$ cat src/rtl/bsg_manycore_drlp_pkg.sv
// Shared types and constants for the DRLP slave lane controller.
package bsg_manycore_drlp_pkg;

   typedef enum logic [1:0] {IDLE, LOAD, RUN, DONE} drlp_lane_state_e;

   localparam int drlp_perf_width_gp = 32;

endpackage

$ cat src/rtl/bsg_manycore_drlp_lane_tracker.sv
// Sticky per-lane PE-valid tracker with a registered all-lanes-ready flag.
// clear has priority over en; valids are only accumulated while en is high.
module bsg_manycore_drlp_lane_tracker #(
   parameter int num_lanes_p = 16
) (
   input  logic                   clk,
   input  logic                   rst,
   input  logic                   clear,
   input  logic                   en,
   input  logic [num_lanes_p-1:0] mask,
   input  logic [num_lanes_p-1:0] data_v,
   output logic                   ready
);

   logic [num_lanes_p-1:0] sticky_r;
   logic [num_lanes_p-1:0] sticky_n;

   assign sticky_n = sticky_r | (data_v & mask);

   always_ff @(posedge clk or posedge rst) begin
      if (rst) begin
         sticky_r <= '0;
         ready    <= 1'b0;
      end else if (clear) begin
         sticky_r <= '0;
         ready    <= 1'b0;
      end else if (en) begin
         sticky_r <= sticky_n;
         if (sticky_n == mask)
            ready <= 1'b1;
      end
   end

endmodule

$ cat src/rtl/bsg_manycore_drlp_lane_ctrl.sv
// DRLP slave lane controller: per-lane weight load, PE-valid tracking, layer done.
// Optional RUN-cycle counter is built only when BSG_MANYCORE_DRLP_PERF_EN is defined.
module bsg_manycore_drlp_lane_ctrl
   import bsg_manycore_drlp_pkg::*;
#(
   parameter int num_lanes_p       = 16,
   parameter int imem_addr_width_p = 13
) (
   input  logic                          clk_i,
   input  logic                          reset_i,
   input  logic                          sld_i,
   input  logic                          dw_wgt_start_i,
   input  logic [num_lanes_p-1:0]        lane_mask_i,
   input  logic [imem_addr_width_p-1:0]  end_addr_i,
   input  logic [imem_addr_width_p-1:0]  imem_r_addr_i,
   input  logic [num_lanes_p-1:0]        pe_data_v_i,
   output logic [num_lanes_p-1:0]        wgt_we_o,
   output logic                          busy_o,
   output logic                          all_pe_ready_o,
   output logic                          all_slave_done_o,
   output logic [drlp_perf_width_gp-1:0] run_cycles_o
);

   localparam int ptr_w = $clog2(num_lanes_p);
   localparam logic [ptr_w-1:0] last_lane = ptr_w'(num_lanes_p - 1);

   drlp_lane_state_e state_r, state_n;
   logic [ptr_w-1:0]             lane_ptr_r, lane_ptr_n;
   logic [num_lanes_p-1:0]       mask_r, mask_n;
   logic                         mode_r, mode_n;
   logic [imem_addr_width_p-1:0] end_r, end_n;
   logic [num_lanes_p-1:0]       wgt_we_n;
   logic                         trk_clear;

   always_ff @(posedge clk_i or posedge reset_i) begin
      if (reset_i) begin
         state_r    <= IDLE;
         lane_ptr_r <= '0;
         mask_r     <= '0;
         mode_r     <= 1'b0;
         end_r      <= '0;
         wgt_we_o   <= '0;
      end else begin
         state_r    <= state_n;
         lane_ptr_r <= lane_ptr_n;
         mask_r     <= mask_n;
         mode_r     <= mode_n;
         end_r      <= end_n;
         wgt_we_o   <= wgt_we_n;
      end
   end

   // sld_i is honoured in every state and always takes priority over completion.
   always_comb begin
      state_n    = state_r;
      lane_ptr_n = lane_ptr_r;
      mask_n     = mask_r;
      mode_n     = mode_r;
      end_n      = end_r;
      if (sld_i) begin
         mask_n     = lane_mask_i;
         mode_n     = dw_wgt_start_i;
         end_n      = end_addr_i;
         lane_ptr_n = '0;
         state_n    = (lane_mask_i == '0) ? DONE : LOAD;
      end else begin
         case (state_r)
            LOAD: begin
               if (mode_r) begin
                  state_n = RUN;
               end else if (lane_ptr_r == last_lane) begin
                  lane_ptr_n = '0;
                  state_n    = RUN;
               end else begin
                  lane_ptr_n = lane_ptr_r + ptr_w'(1);
               end
            end
            RUN: begin
               if (all_pe_ready_o && (imem_r_addr_i == end_r))
                  state_n = DONE;
            end
            default: state_n = state_r;
         endcase
      end
   end

   // Strobes are registered, so they are computed from the next state.
   always_comb begin
      wgt_we_n = '0;
      if (state_n == LOAD)
         wgt_we_n = mode_n ? mask_n : ((num_lanes_p'(1) << lane_ptr_n) & mask_n);
      busy_o           = (state_r == LOAD) || (state_r == RUN);
      all_slave_done_o = (state_r == DONE);
   end

   assign trk_clear = (state_n != RUN);

   bsg_manycore_drlp_lane_tracker #(
      .num_lanes_p(num_lanes_p)
   ) tracker (
      .clk    (clk_i),
      .rst    (reset_i),
      .clear  (trk_clear),
      .en     (state_r == RUN),
      .mask   (mask_r),
      .data_v (pe_data_v_i),
      .ready  (all_pe_ready_o)
   );

`ifdef BSG_MANYCORE_DRLP_PERF_EN
   logic [drlp_perf_width_gp-1:0] run_cnt_r;

   always_ff @(posedge clk_i or posedge reset_i) begin
      if (reset_i)
         run_cnt_r <= '0;
      else if (sld_i)
         run_cnt_r <= '0;
      else if ((state_r == RUN) && (run_cnt_r != '1))
         run_cnt_r <= run_cnt_r + drlp_perf_width_gp'(1);
   end

   assign run_cycles_o = run_cnt_r;
`else
   assign run_cycles_o = '0;
`endif

endmodule

$ cat config.mk
export PLATFORM = sky130hd
export DESIGN_NAME = bsg_manycore_drlp_lane_ctrl
export DESIGN_NICKNAME = d
export VERILOG_FILES = /design/src/rtl/bsg_manycore_drlp_pkg.sv /design/src/rtl/bsg_manycore_drlp_lane_tracker.sv /design/src/rtl/bsg_manycore_drlp_lane_ctrl.sv
export SDC_FILE = /design/constraint.sdc
export NUM_CORES = 1
export LEC_CHECK = 0
export ABC_AREA = 1
export BUFFER_PORTS_ARGS = -buffer_cell sky130_fd_sc_hd__buf_2
export CAP_MARGIN = 20
export CORE_ASPECT_RATIO = 2
export CORE_UTILIZATION = 51
export CTS_BUF_LIST = sky130_fd_sc_hd__clkbuf_16
export DETAILED_ROUTE_END_ITERATION = 8
export PLACE_DENSITY = 0.79
export SYNTH_ARGS = -nofsm -noshare
export SYNTH_HDL_FRONTEND = slang
export SYNTH_SLANG_ARGS = --single-unit
$ cat constraint.sdc
create_clock -name clk_i -period 3.2 [get_ports clk_i]
set_clock_uncertainty 0.2 [all_clocks]
set_input_delay 0.48 -clock clk_i [delete_from_list [all_inputs] [get_ports clk_i]]
set_output_delay 0.48 -clock clk_i [all_outputs]
set_load 0.1 [all_outputs]
==> results.json, run 1 <==
{
  "outcome": "finished, final reports clean",
  "synth-simple-area-share_pct": 29.7,
  "drive_gt1_share_pct": 18.9,
  "ff2ff_setup_slack_ps": 890,
  "grt_pass1_vias": 3465,
  "cellPowerDensity_nw_per_um2": 738,
  "wl_um": 9720,
  "postRouteAntennaNets": 0,
  "setup_violations": 0,
  "dr_total_vias": 3590,
  "final_hold_viol_count": 0,
  "io_buffer_count": 80,
  "startpoint_type": "flop",
  "area_delta_synth_final_pct": 16.7,
  "fin_worst_hold_slack_ps": 83.7,
  "design.die.area_um2": 7990,
  "io-pin-count": 113,
  "tns_ps": 0,
  "placed_cell_area_um2": 4230,
  "clkSlewWorstSetupHoldPaths_ps": 50,
  "die_h_um": 125,
  "clock_tree_from_tritoncts": "done",
  "critical_path.cell_chain": "inv_1 > ha_1 > inv_1 > nor2_2 > nand3b_1 > nand2_1 > nand3_1 > nor2_1 > nor2_1 > nor2_1",
  "synth.lib_cells_used.distinct": 28,
  "worst-endpoint-required_ps": 3270,
  "grt.total_usage_pct": 26.3,
  "worst-setup-path-type": "flop to flop",
  "synthTopCellsByArea": "sky130_fd_sc_hd__dfrtp_1, sky130_fd_sc_hd__nand2_1, sky130_fd_sc_hd__nor2_1",
  "global_route_wire_length_before_repair_um": 15900,
  "critical_path.endpoint_type": "flop",
  "fin_ws_ps": 893,
  "finalCriticalPeriod_ps": 2310,
  "cap_viol_max_count": 0,
  "routedWlPerCell_um": 13.8,
  "crit_arrival_ps": 2370,
  "synthesis.yosys.warnings": 0,
  "cts-htree-levels": 3,
  "complex_gate_fraction_of_the_synthesized_area_pct": 8.70,
  "critical_path_buf_inv_count": 2,
  "end_of_the_worst_register_to_register_path": "wgt_we_o[10]",
  "cp_max_fo": 8,
  "post_cts.repair.setup_buffers": 0,
  "hp-class": "input port to async pin",
  "detail_route.vias_per_cell": 5.09,
  "post_cts_hold_buffer_count": 0,
  "crit_path_end": "wgt_we_o[10]",
  "cts_max_path_buffers": 2,
  "post-place-ws_ps": 751,
  "grt_overflow": 0,
  "synth_seq_area_share_pct": 44.5,
  "slew_violations": 0,
  "coreArea_um2": 7320,
  "leakage_nw": 2.46,
  "timing.slew.headroom_pct": 48.2,
  "post_synth_mux_area_share_pct": 0,
  "detail_route.drc_violations": 0,
  "synth.cell_area_um2": 3880,
  "cts-buffers-inserted": 9,
  "clock_sink_count": 69,
  "maxClockFrequency_mhz": 433,
  "critical-path-slowest-cell": "sky130_fd_sc_hd__dfrtp_1",
  "pin_count_of_the_biggest_net_entering_global_routing": 37,
  "yosysTopAreaCell": "sky130_fd_sc_hd__dfrtp_1",
  "place_congestion": 0.934,
  "r2r.worst_path.cells": 10,
  "synthCells": 528,
  "period_share_pct": 72.1,
  "yosysTopAreaCellShare_pct": 44.5,
  "timing.critical_path.from": "state_r[1]",
  "setup_repair_after_global_routing_missed_its_margin": "false",
  "fp-row-count": 44,
  "vdd_ir_drop_max_uv": 591,
  "top_cell_by_count_worst_path": "sky130_fd_sc_hd__nor2_1",
  "antenna_cells_inserted": 0,
  "layout.core_utilization_pct": 61.9,
  "synthesis.area_per_instance_um2": 7.36,
  "post_synth_xor_area_fraction_pct": 0.226,
  "fillers": 644,
  "starting_density_of_the_core_pct": 53.0,
  "synth_top_family_by_area": "simple AND/OR/NAND/NOR gates",
  "antenna_found_initial": 0,
  "clock_insertion_delay_worst_skew_ps": 340,
  "max_stage_delay_ps": 400,
  "synth_adder_area_share_pct": 1.29,
  "cts_resized": 0,
  "first_pass_iters": 5,
  "dr.first_iter.drc_count": 174,
  "layout.cell_area.non_filler_um2": 4530,
  "cts_root_buffer": "sky130_fd_sc_hd__clkbuf_16",
  "finish.net_count": 674,
  "ffs_latches_synth": 69,
  "critPathTopFamily": "simple AND/OR/NAND/NOR gates",
  "tightest_slew_ps": 776,
  "critical_path_depth": 10,
  "die_x_um": 63.7,
  "reg2reg_from": "state_r[1]",
  "detailedPlacementHpwl_um": 7270
}
-- routing by layer --
layer  track usage [%]  routed length [um]  part of all wire, %
met5                 0                   0                    0
met4              17.2                 412                  4.2
met3              3.28                 553                  5.7
met2              45.1                5310                   55
met1              30.0                3450                   35
-- layout by cell type, fill, tap and decap left out --
master	n
sky130_fd_sc_hd__clkinv_2	2
sky130_fd_sc_hd__buf_2	80
sky130_fd_sc_hd__a21oi_4	1
sky130_fd_sc_hd__o21ai_2	1
sky130_fd_sc_hd__inv_2	2
sky130_fd_sc_hd__nor3_1	2
sky130_fd_sc_hd__o21ai_0	32
sky130_fd_sc_hd__nand3b_1	3
sky130_fd_sc_hd__nor2_1	82
sky130_fd_sc_hd__ha_1	4
sky130_fd_sc_hd__a21oi_1	10
sky130_fd_sc_hd__nand2_2	3
sky130_fd_sc_hd__conb_1	32
sky130_fd_sc_hd__buf_4	2
sky130_fd_sc_hd__bufinv_16	2
sky130_fd_sc_hd__nand2_1	130
sky130_fd_sc_hd__buf_12	1
sky130_fd_sc_hd__a21oi_2	10
sky130_fd_sc_hd__clkinv_1	2
sky130_fd_sc_hd__or2_1	1
sky130_fd_sc_hd__xnor2_1	1
sky130_fd_sc_hd__dfrtp_1	69
sky130_fd_sc_hd__or2_2	1
sky130_fd_sc_hd__nand3_4	1
sky130_fd_sc_hd__nand3_1	53
sky130_fd_sc_hd__nor2_2	1
sky130_fd_sc_hd__o21bai_1	1
sky130_fd_sc_hd__inv_1	73
sky130_fd_sc_hd__nand4_1	1
sky130_fd_sc_hd__o21a_1	1
sky130_fd_sc_hd__clkbuf_16	9
-- worst min path at each step --
stage                                     end  slack [ps]  cells past startpoint                start
after floorplan                     end_r[11]         260                      2            end_r[11]
after global placement    tracker.sticky_r[2]         300                      2  tracker.sticky_r[2]
after detailed placement            end_r[11]         300                      2            end_r[11]
after CTS                           mask_r[7]         110                      2              reset_i
after global routing              wgt_we_o[7]         160                      2              reset_i
final                               mask_r[7]          80                      2              reset_i
-- worst register-to-register path, stage by stage, from the launching register on --
cell,delay [ps]
sky130_fd_sc_hd__dfrtp_1,400
sky130_fd_sc_hd__inv_1,110
sky130_fd_sc_hd__ha_1,260
sky130_fd_sc_hd__inv_1,90
sky130_fd_sc_hd__nor2_2,160
sky130_fd_sc_hd__nand3b_1,200
sky130_fd_sc_hd__nand2_1,110
sky130_fd_sc_hd__nand3_1,240
sky130_fd_sc_hd__nor2_1,270
sky130_fd_sc_hd__nor2_1,70
sky130_fd_sc_hd__nor2_1,120
-- per-stage QoR --
step                total power, mW  std cells
floorplan                      2.14        559
global placement               2.30        689
detailed placement             2.33        689
CTS                            3.35        705
global route                   3.48        705
finish                         3.35        705
-- registers in the layout, indices dropped and copies added (netlist names) --
signal / cells
end_r: 13
state_r: 2
mask_r: 16
wgt_we_o: 16
mode_r: 1
tracker.ready: 1
tracker.sticky_r: 16
lane_ptr_r: 4
-- area by class of cell --
class	instances	area [um^2]	area share (%)
clock buffer	9	225	4.97
clock inverter	7	81.3	1.79
inverter	74	278	6.13
multi-input combinational	371	1670	36.9
sequential	69	1730	38.1
tap	92	115	2.54
timing repair buffer	83	435	9.61
-- power breakdown --
group	internal [mW]	switching (mW)
combinational	0.219	1.06
clock	0.670	0.357
sequential	0.974	0.0624
-- cells in the mapped netlist --
library cell and count:
sky130_fd_sc_hd__a21oi_2 10, sky130_fd_sc_hd__nor2_2 1, sky130_fd_sc_hd__nand2_1 130, sky130_fd_sc_hd__nand2_2 3, sky130_fd_sc_hd__buf_6 3, sky130_fd_sc_hd__ha_1 4, sky130_fd_sc_hd__conb_1 1, sky130_fd_sc_hd__o21ai_0 32
sky130_fd_sc_hd__clkbuf_1 6, sky130_fd_sc_hd__o21ai_2 1, sky130_fd_sc_hd__nand3b_1 3, sky130_fd_sc_hd__or2_2 1, sky130_fd_sc_hd__buf_4 35, sky130_fd_sc_hd__inv_1 73, sky130_fd_sc_hd__nand3_4 1, sky130_fd_sc_hd__o21bai_1 1
sky130_fd_sc_hd__dfrtp_1 69, sky130_fd_sc_hd__xnor2_1 1, sky130_fd_sc_hd__inv_2 1, sky130_fd_sc_hd__a21oi_4 1, sky130_fd_sc_hd__nand3_1 53, sky130_fd_sc_hd__a21oi_1 10, sky130_fd_sc_hd__o21a_1 1, sky130_fd_sc_hd__nand4_1 1
sky130_fd_sc_hd__nor3_1 2, sky130_fd_sc_hd__nor2_1 82, sky130_fd_sc_hd__or2_1 1, sky130_fd_sc_hd__buf_2 1
-- cell families (layout without fill, tap and decap cells) --
| kind of cell | count (synthesis) | after routing |
|---|---|---|
| XOR/XNOR | 1 | 1 |
| AO/OA/AOI/OAI | 56 | 56 |
| adder cells (fa/ha/maj) | 4 | 4 |
| buffers and inverters | 119 | 173 |
| other | 1 | 32 |
| AND/OR/NAND/NOR | 278 | 278 |
| flip-flops | 69 | 69 |
No activity file was read; power rests on OpenSTA's default activity.
==> run 2, diff against run 1 <==
Settings changed: ABC_AREA 1 to 0, CORE_UTILIZATION 51 to 47, PLACE_DENSITY 0.79 to 0.77.
Clock period 3.2 ns to 2 ns, I/O delays scaled along.
==> results.json, run 2 <==
{
  "critical-path-slowest-cell": "sky130_fd_sc_hd__or3b_4",
  "cellPowerDensity_nw_per_um2": 1190,
  "post-layout-total-power_mw": 6.47,
  "most_common_cell_after_layout_fill_and_taps_aside": "sky130_fd_sc_hd__buf_2",
  "setup_repair_after_global_routing_missed_its_margin": "true",
  "outcome": "complete, but fails checks",
  "layout.cell_area.non_filler_um2": 5460,
  "global_route_wire_length_before_repair_um": 16200,
  "cts_max_path_buffers": 2,
  "hold_crit_endpoint": "end_r[3]",
  "end_of_the_worst_register_to_register_path": "tracker.sticky_r[6]",
  "place_congestion": 0.867,
  "wl_um": 11300,
  "vdd_ir_drop_max_uv": 800,
  "final_cell_count_without_fillers": 603,
  "dr_total_vias": 3322,
  "holdPathStages": 2,
  "synthesis.area_per_instance_um2": 10.8,
  "coreArea_um2": 7600,
  "cap_viol_max_count": 0,
  "dr.first_iter.drc_count": 217,
  "startpoint_type": "flop",
  "clkSlewWorstSetupHoldPaths_ps": 60,
  "complex_gate_fraction_of_the_synthesized_area_pct": 10.9,
  "synth.cell_area_um2": 3690,
  "detail_route.drc_violations": 0,
  "tns_ps": -7620,
  "ff2ff_setup_slack_ps": -360,
  "first_pass_iters": 4,
  "die_h_um": 127,
  "antenna_found_initial": 0,
  "synth_seq_area_share_pct": 46.8,
  "finish.net_count": 570,
  "grt.total_usage_pct": 27.0,
  "synth_commonest_cells": "sky130_fd_sc_hd__dfrtp_1, sky130_fd_sc_hd__buf_4, sky130_fd_sc_hd__mux2_2, sky130_fd_sc_hd__nor3b_1, sky130_fd_sc_hd__a31oi_1",
  "max_stage_delay_ps": 450,
  "design.die.area_um2": 8230,
  "ys_dominant_reg_cell": "sky130_fd_sc_hd__dfrtp_1",
  "fp-row-count": 45,
  "postRouteAntennaNets": 0,
  "period_share_pct": 118,
  "placed_cells": 569,
  "setup_violations": 34,
  "cts_root_buffer": "sky130_fd_sc_hd__clkbuf_16",
  "leakage_nw": 2.46,
  "synthCells": 342,
  "starting_density_of_the_core_pct": 48.5,
  "detail_route.vias_per_cell": 5.51,
  "area_delta_synth_final_pct": 48.0,
  "worst-setup-path-type": "flop to flop",
  "maxClockFrequency_mhz": 424,
  "antenna_cells_inserted": 0,
  "synthTopCellsByArea": "sky130_fd_sc_hd__dfrtp_1, sky130_fd_sc_hd__mux2_2, sky130_fd_sc_hd__buf_4",
  "post_synth_xor_area_fraction_pct": 3.09,
  "grt_pass1_vias": 3399,
  "hp-class": "input port to flop",
  "layout.cells.most_common_list": "sky130_fd_sc_hd__buf_2, sky130_fd_sc_hd__dfrtp_1, sky130_fd_sc_hd__buf_4, sky130_fd_sc_hd__conb_1, sky130_fd_sc_hd__mux2_2",
  "fin_worst_hold_slack_ps": 3.18,
  "finalCriticalPeriod_ps": 2360,
  "synth_top_family_by_area": "simple AND/OR/NAND/NOR gates",
  "synth.most_common_cell": "sky130_fd_sc_hd__dfrtp_1",
  "fin_ws_ps": -358,
  "critical_path.cell_chain": "ha_4 > nor3_2 > a221o_1 > o22ai_2 > or3b_4 > buf_8 > buf_12 > nor2_4",
  "hold_start": "end_addr_i[3]",
  "routedWlPerCell_um": 18.7,
  "layout.core_utilization_pct": 71.8,
  "crit_arrival_ps": 2430,
  "clock_tree_from_tritoncts": "done",
  "cp_max_fo": 7,
  "r2r.worst_path.cells": 8,
  "worst-endpoint-required_ps": 2070,
  "critical_path_buf_inv_count": 2,
  "yosysTopAreaCell": "sky130_fd_sc_hd__dfrtp_1",
  "io_buffer_count": 80,
  "largestRegisters": "mask_r (16), tracker.sticky_r (16), wgt_we_o (16)",
  "cts-buffers-inserted": 9,
  "synthesis.yosys.warnings": 0,
  "detailedPlacementHpwl_um": 7480,
  "synth_edf_count": 0,
  "drive_gt1_share_pct": 53.8,
  "critical_path_depth": 8,
  "synth_adder_area_share_pct": 1.36,
  "final_hold_viol_count": 0,
  "critPathTopFamily": "simple AND/OR/NAND/NOR gates",
  "fraction_of_synthesis_flops_using_an_asynchronous_set_or_reset_pin_pct": 100,
  "die_x_um": 64.6,
  "yosysTopAreaCellShare_pct": 46.8,
  "reg2reg_from": "state_r[1]",
  "post-place-ws_ps": -285,
  "clock_insertion_delay_worst_skew_ps": 330,
  "cts-htree-levels": 3,
  "violations": "negative setup slack",
  "grt_overflow": 0,
  "placed_cell_area_um2": 4590,
  "clock_sink_count": 69,
  "synth-simple-area-share_pct": 19.1,
  "pin_count_of_the_biggest_net_entering_global_routing": 70,
  "io-pin-count": 113,
  "post_synth_mux_area_share_pct": 8.82,
  "slew_violations": 0,
  "synth.lib_cells_used.distinct": 50,
  "ffs_latches_synth": 69,
  "critical_path.endpoint_type": "flop",
  "fillers": 511
}
## run 2: area by class of cell
class / count / area (um^2) / area share, %
clock inverters: 7 / 33.8 / 0.619
well taps: 94 / 118 / 2.15
repair buffers: 164 / 1200 / 22.0
multi-input cells: 246 / 2090 / 38.3
inverters: 14 / 62.6 / 1.15
clock buffers: 9 / 225 / 4.13
flip-flops and latches: 69 / 1730 / 31.7
## run 2: logic make-up after synthesis
logic type | Yosys count
buf+inv | 58
xor+xnor | 13
compound gates | 61
simple gates | 107
other cells | 1
fa+ha+maj | 4
mux | 29
flops | 69
## run 2: where the power goes
| part | switching [mW] | internal (mW) |
|---|---|---|
| Sequential | 0.126 | 1.58 |
| Clock | 0.572 | 0.817 |
| Combinational | 2.11 | 1.27 |
## run 2: how the worst max path moves through the flow
stage | endpoint | slack, ps | startpoint
global route | tracker.sticky_r[6] | -380 | state_r[0]
finish | tracker.sticky_r[6] | -360 | state_r[1]
CTS | tracker.sticky_r[6] | -240 | state_r[0]
detailed placement | tracker.sticky_r[6] | -290 | state_r[1]
floorplan | tracker.sticky_r[10] | -450 | state_r[1]
global placement | tracker.sticky_r[10] | -250 | state_r[1]
## run 2: metal layers
layer	global-route usage, %	share of wire [%]	vias up
met4	18.8	7.4	0
li1	-	-	1493
met5	0	0	-
met2	50.8	57	167
met1	24.7	31	1607
met3	5.27	4.7	55
## run 2: what timing repair did
action	in CTS	in global routing
gates resized for setup	60	46
endpoints found under the hold margin	73	0
cloned	1	0
setup endpoints to repair	35	35
pin swaps	11	18
hold buffers	5	0
setup buffers	7	8
